--- config.mk ---
export PLATFORM = sky130hd
export DESIGN_NAME = digit_entry_reg
export DESIGN_NICKNAME = d
export VERILOG_FILES = /design/src/rtl/digit_entry_pkg.sv /design/src/rtl/digit_entry_reg_rise_edge_det.sv /design/src/rtl/digit_entry_reg.sv
export SDC_FILE = /design/constraint.sdc
export NUM_CORES = 1
export LEC_CHECK = 0
export ABC_AREA = 1
export CAP_MARGIN = 5
export CORE_AREA = 2 2 48 68
export DETAILED_ROUTE_END_ITERATION = 10
export DIE_AREA = 0 0 50 70
export MAX_ROUTING_LAYER = met4
export PLACE_DENSITY = 0.83
export SLEW_MARGIN = 20
export SYNTH_ARGS = -nofsm -noshare
export SYNTH_HDL_FRONTEND = slang
export SYNTH_SLANG_ARGS = --single-unit
export TNS_END_PERCENT = 10
--- constraint.sdc ---
create_clock -name clk -period 2.2 [get_ports clk]
set_clock_uncertainty 0.05 [all_clocks]
set_input_delay 0.55 -clock clk [delete_from_list [all_inputs] [get_ports clk]]
set_output_delay 0.55 -clock clk [all_outputs]
set_load 0.02 [all_outputs]
--- src/rtl/digit_entry_pkg.sv ---
// Shared constants and helpers for the digit-entry register.
package digit_entry_pkg;

    localparam int BCD_MAX = 9;

    function automatic int count_width(input int num_digits);
        return $clog2(num_digits + 1);
    endfunction

endpackage

--- src/rtl/digit_entry_reg_rise_edge_det.sv ---
// One-bit rising-edge detector; history clears on reset so a held input
// yields one event on the first cycle after reset releases.
module rise_edge_det (
    input  logic clk,
    input  logic rst,
    input  logic sig,
    output logic ev
);

    logic hist_q;

    always_ff @(posedge clk) begin
        if (rst) hist_q <= 1'b0;
        else     hist_q <= sig;
    end

    assign ev = sig & ~hist_q;

endmodule

--- src/rtl/digit_entry_reg.sv ---
// Keypad digit-entry shift register with backspace, clear, load, digit count
// and refused-request pulse.
module digit_entry_reg
    import digit_entry_pkg::*;
#(
    parameter  int NUM_DIGITS = 4,
    parameter  int DIGIT_W    = 4,
    parameter  bit BCD_MODE   = 1'b0,
    parameter  bit OVERWRITE  = 1'b1,
    parameter  bit EDGE_DET   = 1'b1,
    localparam int W          = NUM_DIGITS * DIGIT_W,
    localparam int CW         = count_width(NUM_DIGITS)
) (
    input  logic               clk,
    input  logic               rst,
    input  logic               push,
    input  logic               pop,
    input  logic               clr,
    input  logic               load,
    input  logic [DIGIT_W-1:0] digit_in,
    input  logic [W-1:0]       load_val,
    output logic [W-1:0]       dato,
    output logic [CW-1:0]      count,
    output logic               full,
    output logic               empty,
    output logic               reject
);

    localparam logic [CW-1:0] COUNT_MAX = CW'(NUM_DIGITS);
    localparam logic [31:0]   BCD_LIM   = 32'(BCD_MAX);

    logic          push_ev;
    logic          pop_ev;
    logic [W-1:0]  dato_n;
    logic [CW-1:0] count_n;
    logic          reject_n;
    logic          bad_digit;

    generate
        if (EDGE_DET) begin : g_edge
            rise_edge_det u_push_det (.clk(clk), .rst(rst), .sig(push), .ev(push_ev));
            rise_edge_det u_pop_det  (.clk(clk), .rst(rst), .sig(pop),  .ev(pop_ev));
        end else begin : g_strobe
            assign push_ev = push;
            assign pop_ev  = pop;
        end
    endgenerate

    assign bad_digit = BCD_MODE && (32'(digit_in) > BCD_LIM);
    assign full      = (count == COUNT_MAX);
    assign empty     = (count == '0);

    // Shifts are written as shift/or so NUM_DIGITS = 1 needs no special case.
    always_comb begin
        dato_n   = dato;
        count_n  = count;
        reject_n = 1'b0;
        if (clr) begin
            dato_n  = '0;
            count_n = '0;
        end else if (load) begin
            dato_n  = load_val;
            count_n = COUNT_MAX;
        end else if (push_ev && pop_ev) begin
            reject_n = 1'b1;
        end else if (push_ev) begin
            if (bad_digit) begin
                reject_n = 1'b1;
            end else if (!full) begin
                dato_n  = (dato << DIGIT_W) | W'(digit_in);
                count_n = count + CW'(1);
            end else if (OVERWRITE) begin
                dato_n  = (dato << DIGIT_W) | W'(digit_in);
            end else begin
                reject_n = 1'b1;
            end
        end else if (pop_ev) begin
            if (empty) begin
                reject_n = 1'b1;
            end else begin
                dato_n  = dato >> DIGIT_W;
                count_n = count - CW'(1);
            end
        end
    end

    always_ff @(posedge clk) begin
        if (rst) begin
            dato   <= '0;
            count  <= '0;
            reject <= 1'b0;
        end else begin
            dato   <= dato_n;
            count  <= count_n;
            reject <= reject_n;
        end
    end

endmodule

* After elaboration in Yosys (flattened, before gate mapping)
Cells that the tools add are included.
W data, S select, Z words.
** Storage, ports and cells
- Logic and storage cells :: 44
- Input bits :: 26
- Output and inout port bits :: 22
- Register bits :: 22
** Cells by class
- Reduce and logical (&&, ||, !) cells :: 9
- Bitwise operators :: 6
- $add $sub $neg :: 2
- Equality and inequality tests :: 6
- Mux-type cells :: 15
** Operators by type and width (number)
- $mux W16 :: 5
- $mux W3 :: 6
- $or A16 B4 Y16 :: 1
- $reduce_and A4 Y1 :: 2
- $mux W1 :: 4
- $ne A2 B2 Y1 const B :: 2
- $add A3 B1 Y3 const B :: 1
- $eq A3 B3 Y1 const B :: 1
- $logic_not A3 Y1 :: 1
- $ne A3 B2 Y1 const B :: 1
- $ne A3 B3 Y1 const B :: 1
- $not A1 Y1 :: 3
- $reduce_and A3 Y1 :: 1
- $reduce_bool A3 Y1 :: 1
- $reduce_or A3 Y1 :: 1
- $sub A3 B1 Y3 const B :: 1
- $and A1 B1 Y1 :: 2
- $ne A2 B1 Y1 const B :: 1
- $reduce_bool A2 Y1 :: 1
- $reduce_or A2 Y1 :: 1
- $logic_and A1 B1 Y1 :: 1

* Logic depth before layout (Yosys ltp)
Gate-level depths: netlist of the first run.
- Word-level depth :: 6
- Mapped depth :: 13
- Depth with buffers taken out :: 12

* By module
From an unflattened synthesis of the first run, not the netlist that was laid out.
** Second synthesis, totals
- Cell total of the unflattened synthesis :: 203
- Area, all modules :: 1272.5 um^2
** By module, submodules not included
- digit_entry_reg :: area an instance 1209.9 um^2, cells each 195, instances 1, sequential area each 400.4 um^2
- rise_edge_det :: area an instance 31.3 um^2, cells each 4, instances 2, sequential area each 20.0 um^2

* Least setup slack after synthesis of the first run
No wires, ideal clock.
- Path type :: input -> register
- From :: input port push
- To :: register count[2]
- Arrival time :: 1.513 ns
- Required time :: 2.039 ns
- Setup slack :: 0.525 ns
- Path buffers :: 1
- Stages :: 13
- Path through :: inv_2 nor2_4 buf_6 nand2_1 nand2_1 inv_1 ha_1 inv_1 nand2_1 a21oi_1 nand2_1 nor2_1 nor2_1
** Between the ends
- Cells in the longest elaborated chain, start to end :: 4
- Elaborated cells between the ends (all ways) :: 10
- Classes of those cells :: eq/ne (3); mux (3); bitwise (1); reduce/logical (3)
** Ends and longest elaborated chain
- start, declared :: RTL line digit_entry_reg.sv:16 : input logic push,
- $and A1 B1 Y1 * :: RTL line digit_entry_reg_rise_edge_det.sv:17 : assign ev = sig & ~hist_q;
- $logic_and A1 B1 Y1 or $mux W3 (tied branches) :: RTL line digit_entry_reg.sv:64, digit_entry_reg.sv:66
- $ne A2 B2 Y1 (no source line) or $mux W3 (tied branches)
- $reduce_and A4 Y1 (no source line) or $mux W3 (tied branches)
- end signal, assigned :: RTL line digit_entry_reg.sv:94 : count <= count_n;
- end, declared :: RTL line digit_entry_reg.sv:23 : output logic [CW-1:0] count,
Every way passes the cells marked *; elsewhere a longest branch is shown, timed or not. The select of a mux whose other input is x is not followed.
A chain may end at the register's enable or synchronous reset.

* Worst setup path after layout of the first run
- From :: input port push
- To :: register dato[3]
** Between the ends
- Cells in the longest elaborated chain, start to end :: 4
- Elaborated cells between the ends (all ways) :: 9
- Classes of those cells :: eq/ne (2); mux (3); bitwise (1); reduce/logical (3)
** Ends and longest elaborated chain
- $and A1 B1 Y1 * :: RTL line digit_entry_reg_rise_edge_det.sv:17
- $logic_and A1 B1 Y1 or $mux W16 (tied branches) :: RTL line digit_entry_reg.sv:64, digit_entry_reg.sv:66
- $ne A2 B2 Y1 (no source line) or $mux W16 (tied branches)
- $reduce_and A3 Y1 (no source line) or $mux W16 (tied branches)
- end signal, assigned :: RTL line digit_entry_reg.sv:93 : dato <= dato_n;
- end, declared :: RTL line digit_entry_reg.sv:22 : output logic [W-1:0] dato,
Marks and branches as above.

==> metrics.txt, run 1 <==
CP required=2.31 ns; Net Sw Frac=0.269; Initial Utilization=0.435; Worst Max-Slew Pin Slew=0.440 ns; critical path type=primary input to flop; synthesized flop and latch total=22; chip height=70 um; maximum clock insertion buffer count=2; Setup crit start=push; Warnings, synthesis=0; RR Endpoint=count[2]$_SDFFE_PP0P_; Arrival @ worst endpoint=2.08 ns; post-route ant nets=0; leakage=0.867 nW; final setup vio count=0; Synth Flop Type=dfxtp_1; core area=2970 um^2; gr usage total=0.203; first-pass GRT wire length=5460 um; IO Pins=48; register area share after synthesis=0.340; Yosys top cell by area=dfxtp_1; synthesis-to-finish area growth=46.6%; gpl congestion=0.902; met1 Resource Use GR=0.240; hpwl dp=2460 um; RSZ-0062 raised after global routing=false; Cells on Worst Hold Path=2; clock power share=0.343; commonest cells in the netlist=74 x nand2_1, 33 x nor2_1, 23 x inv_1, 22 x dfxtp_1, 16 x nand3_1; EDFF count, synth=0; r2r startpoint=g_edge.u_push_det.hist_q$_SDFF_PP0_; vias in the first global route=1,254; layout cell share with drive strength beyond 1=0.0760; achievable clock frequency=508 MHz; CTS Sinks=22; Final #Nets=292; Post-DP Area=1820 um^2; syn_area_per_cell=6.13 um^2; reg2reg setup slack=0.67 ns; Post-Synthesis Cells=211; DR vias/cell=4.70; crit end category=flop; CP Max Fanout=22; Die W=50 um; Max Transition Viols Final=0; largest net degree at the start of global routing=23; Synth Net Count=239; Wirelength per Cell=10.6 um; post-CTS setup buffers=0; Die Area=3500 um^2; Hold Fails Final Rpt=0; design area=1900 um^2; # rows=24; clock slew at reported path FFs=0.08 ns; Worst setup SP type=primary input; Slew headroom=0.707; Detailed Route WL=3200 um; Hold EP=dato[13]$_SDFFE_PP0P_; port bufs=47; global-route layer with the greatest usage=met2; Period minus WS final=1.97 ns; Starting DRT DRC Count=20; DRC viols=0; Mapped Area=1290 um^2; Skew-Pair Late Insertion Delay=0.26 ns; Synth area leaders=dfxtp_1 34%, nand2_1 21%, nor2_1 9.6%; cts hold-fix bufs=0; H-tree level count=1; n_diodes=0; Int Pwr=0.796 mW; status=complete, no violations; net switching power=0.293 mW; hold_sp=dato[13]$_SDFFE_PP0P_; met3 GRT Util=0.0256; initial antenna violation count=0; Final period util=0.895; GRT overflow=0; Pwr Total=1.09 mW; Num CTS Buffers=3; sequential share of power=0.401; Synth cell types=20; most common cell in the netlist=nand2_1; Yosys top cell area share=0.340; Comb power frac=0.257; Worst Hold Class=flop to flop; GR Util met2=0.342; DRT Pass-1 Iters=4; clock root buffer master=clkbuf_8; peak supply drop=0.000484 V; reg2reg path depth=12; total of max-cap violations=0; Async SR Flop Fraction=0; CTS tree=built; Power Dens Cells=574 nW/um^2; Vias=1,419; CTS resizes=0; fillers=263
## worst max-delay path, stage by stage
cell and delay [ns]:
clkdlybuf4s50_1 0.53, inv_2 0.07, nor2_4 0.11, ha_1 0.18
inv_1 0.05, nand2_1 0.10, nand2_2 0.24, nor2_1 0.19
nor2_1 0.06
## power groups by stage
stage               sequential (mW)  clock [mW]  combinational, mW
finish                        0.436       0.373              0.279
global route                  0.440       0.398              0.310
floorplan                     0.464           0              0.142
detailed placement            0.445           0              0.279
CTS                           0.436       0.378              0.281
global placement              0.445           0              0.277
## layout by cell type (no fill, tap or decap)
| cell | count |
|---|---|
| bufinv_16 | 1 |
| inv_1 | 23 |
| dfxtp_1 | 22 |
| nor2_4 | 1 |
| nor2_1 | 33 |
| nand3_1 | 16 |
| o21ai_1 | 4 |
| clkdlybuf4s50_1 | 45 |
| nand3_2 | 2 |
| buf_4 | 8 |
| nor2_2 | 1 |
| ha_1 | 2 |
| a211oi_1 | 1 |
| buf_12 | 1 |
| o21ai_0 | 12 |
| dlymetal6s2s_1 | 2 |
| inv_2 | 1 |
| nand2_1 | 74 |
| clkbuf_8 | 3 |
| a31oi_1 | 1 |
| nand2_2 | 2 |
| a21oi_1 | 8 |
## state kept, by name, summed over array words and instances, names as in the netlist
register and cells:
g_edge.u_push_det.hist_q 1, g_edge.u_pop_det.hist_q 1, reject 1, count 3, dato 16
## worst max-delay path by stage
stage / end / slack [ns] / cells after the start
CTS: empty / 0.07 / 4
detailed placement: dato[9]$_SDFFE_PP0P_ / -0.02 / 9
finish: dato[3]$_SDFFE_PP0P_ / 0.23 / 9
floorplan: count[2]$_SDFFE_PP0P_ / 0.53 / 13
global route: dato[2]$_SDFFE_PP0P_ / 0.07 / 10
global placement: dato[5]$_SDFFE_PP0P_ / 0.01 / 9
## logic make-up (layout without fill, tap and decap cells)
| family | Yosys count | after routing | share of synthesized area |
|---|---|---|---|
| simple gates | 129 | 129 | 0.411 |
| buf+inv | 32 | 84 | 0.126 |
| flops | 22 | 22 | 0.340 |
| fa+ha+maj | 2 | 2 | 0.0193 |
| compound gates | 26 | 26 | 0.103 |
## cell type report
type	count	area [um^2]	share of cell area
Inverter	24	90.1	0.0475
Sequential cell	22	440	0.232
Clock buffer	3	41.3	0.0218
Multi-Input combinational cell	157	691	0.364
Timing Repair Buffer	56	556	0.293
Clock inverter	1	30.0	0.0158
Tap cell	39	48.8	0.0257
## routing by layer
metal | share of wire | up-vias | wire length, um
li1 | - | 758 | -
met1 | 0.45 | 616 | 1440
met2 | 0.50 | 39 | 1590
met3 | 0.034 | 6 | 109
met4 | 0.018 | 0 | 59
met5 | 0 | - | 0
## through the flow
| stage | cells | hold slack (ns) | setup TNS, ns | worst slack (ns) | util |
|---|---|---|---|---|---|
| finish | 302 | 0.441 | 0 | 0.230 | 0.638 |
| global route | 302 | 0.470 | 0 | 0.0691 | 0.638 |
| CTS | 302 | 0.443 | 0 | 0.0691 | 0.636 |
| detailed placement | 298 | 0.431 | -0.0300 | -0.0153 | 0.612 |
| global placement | 298 | 0.427 | 0 | 0.0117 | 0.612 |
| floorplan | 211 | 0.439 | 0 | 0.525 | - |
No activity file was read; power rests on OpenSTA's default activity.
==> inputs of run 2 (changes only) <==
MAX_ROUTING_LAYER = default   (was met4)
SLEW_MARGIN = default   (was 20)
==> metrics.txt, run 2 (same netlist as run 1, synthesis figures left out) <==
total of max-cap violations=0 (unchanged); CTS resizes=0 (unchanged); initial antenna violation count=0 (unchanged); n_diodes=0 (unchanged); Worst Hold Class=flop to flop (unchanged); layout cell share with drive strength beyond 1=0.0760 (unchanged); Skew-Pair Late Insertion Delay=0.26 ns (about the same); largest net degree at the start of global routing=23 (unchanged); most frequent cells in the layout=74 x nand2_1, 45 x clkdlybuf4s50_1, 33 x nor2_1 (unchanged); worst-path cell chain=clkdlybuf4s50_1 > inv_2 > nor2_4 > ha_1 > inv_1 > nand2_1 > nand2_2 > nor2_1 > nor2_1 (unchanged); setup ws final=0.230 ns (about the same); top flop regs=dato: 16 flops, count: 3 flops (unchanged); Slew headroom=0.707 (unchanged); clock power share=0.343 (about the same); critical path's largest stage delay=0.53 ns (about the same); Crit-path slowest cell=clkdlybuf4s50_1 (unchanged); cts hold-fix bufs=0 (unchanged); Final #Nets=292 (unchanged); synthesis-to-finish area growth=46.6% (unchanged); Starting DRT DRC Count=20 (unchanged); Hold Fails Final Rpt=0 (unchanged); Post-DP Area=1820 um^2 (unchanged); Power Dens Cells=574 nW/um^2 (about the same); Comb power frac=0.257 (about the same); commonest non-fill, non-tap cell in the layout=nand2_1 (unchanged); critical path type=primary input to flop (unchanged); RSZ-0062 raised after global routing=false (unchanged); CTS Sinks=22 (unchanged); CP Max Fanout=22 (unchanged); Wirelength per Cell=10.6 um (unchanged); vias in the first global route=1,254 (unchanged); CP required=2.31 ns (about the same); Worst setup SP type=primary input (unchanged); Num CTS Buffers=3 (unchanged); Worst Max-Slew Pin Slew=0.440 ns (unchanged); Period minus WS final=1.97 ns (about the same); Arrival @ worst endpoint=2.08 ns (about the same); design area=1900 um^2 (unchanged); crit end category=flop (unchanged); cell family with most CP delay=simple AND/OR/NAND/NOR gates (unchanged); net switching power=0.293 mW (about the same); H-tree level count=1 (unchanged); achievable clock frequency=508 MHz (about the same); Int Pwr=0.796 mW (about the same); DR vias/cell=4.70 (unchanged); first-pass GRT wire length=5460 um (unchanged); port bufs=47 (unchanged); Max Transition Viols Final=0 (unchanged); IO Pins=48 (unchanged); leakage=0.867 nW (unchanged); Final period util=0.895 (about the same); WHS=0.441 ns (unchanged); gr usage total=0.197 (was 0.203); CP most frequent cell=nor2_1 (unchanged); post-CTS setup buffers=0 (unchanged); Initial Utilization=0.435 (unchanged); chip height=70 um (unchanged); peak supply drop=0.000484 V (about the same); Die Area=3500 um^2 (unchanged); # rows=24 (unchanged); hpwl dp=2460 um (unchanged); sequential share of power=0.401 (about the same); clock root buffer master=clkbuf_8 (unchanged); gpl congestion=0.887 (was 0.902); DRC viols=0 (unchanged); CTS tree=built (unchanged); core area=2970 um^2 (unchanged); most flop-heavy register=dato (unchanged); maximum clock insertion buffer count=2 (unchanged); Net Sw Frac=0.269 (about the same); WP buf/inv=3 (unchanged); clock slew at reported path FFs=0.08 ns (about the same); Vias=1,419 (unchanged); GRT overflow=0 (unchanged); Pwr Total=1.09 mW (about the same); dpl ws=-0.0153 ns (unchanged); max reg flops=16 (unchanged); status=complete, no violations (unchanged); post-route ant nets=0 (unchanged); Die W=50 um (unchanged); Detailed Route WL=3200 um (unchanged); DRT Pass-1 Iters=4 (unchanged); final setup vio count=0 (unchanged)
==> run 2: cell counts in the layout (fill, tap and decap cells not counted) <==
Identical to the previous run, type by type.
==> run 2: path summary, 6_finish.rpt <==
check	start	to	slack (ns)	cells after the start
max	push	dato[3]$_SDFFE_PP0P_	0.23	9
min	dato[13]$_SDFFE_PP0P_	dato[13]$_SDFFE_PP0P_	0.44	2
max reg2reg	g_edge.u_push_det.hist_q$_SDFF_PP0_	count[2]$_SDFFE_PP0P_	0.67	12
min reg2reg	dato[13]$_SDFFE_PP0P_	dato[13]$_SDFFE_PP0P_	0.44	2
==> run 2: worst min-delay path, cell delays in order (launching register included) <==
cell and delay (ns):
dfxtp_1 0.33, nand2_1 0.06, a21oi_1 0.05
==> run 2: final cells by class <==
cell class,instances,area [um^2]
fillers,263,1080
repair buffers,56,556
flip-flops and latches,22,440
clock inverters,1,30.0
clock buffers,3,41.3
multi-input cells,157,691
well taps,39,48.8
inverters,24,90.1
==> run 2: metrics by stage <==
stage,setup TNS (ns),cells,util
2_1_floorplan,0,211,-
3_3_place_gp,0,298,0.612
3_5_place_dp,-0.0300,298,0.612
4_1_cts,0,302,0.636
5_1_grt,0,302,0.638
6_report,0,302,0.638
==> run 2: routing by layer <==
layer | vias to the layer above | track usage | routed length, um
met5 | - | 0 | 0
met4 | 0 | 0.0772 | 59
met3 | 6 | 0.0256 | 109
met2 | 39 | 0.342 | 1590
met1 | 616 | 0.239 | 1440
li1 | 758 | - | -
==> run 2: power by group through the flow <==
stage / clock (mW) / combinational, mW / sequential [mW]
2_1_floorplan: 0 / 0.142 / 0.464
5_1_grt: 0.396 / 0.310 / 0.440
4_1_cts: 0.378 / 0.281 / 0.436
6_report: 0.373 / 0.279 / 0.436
3_5_place_dp: 0 / 0.279 / 0.445
3_3_place_gp: 0 / 0.277 / 0.445
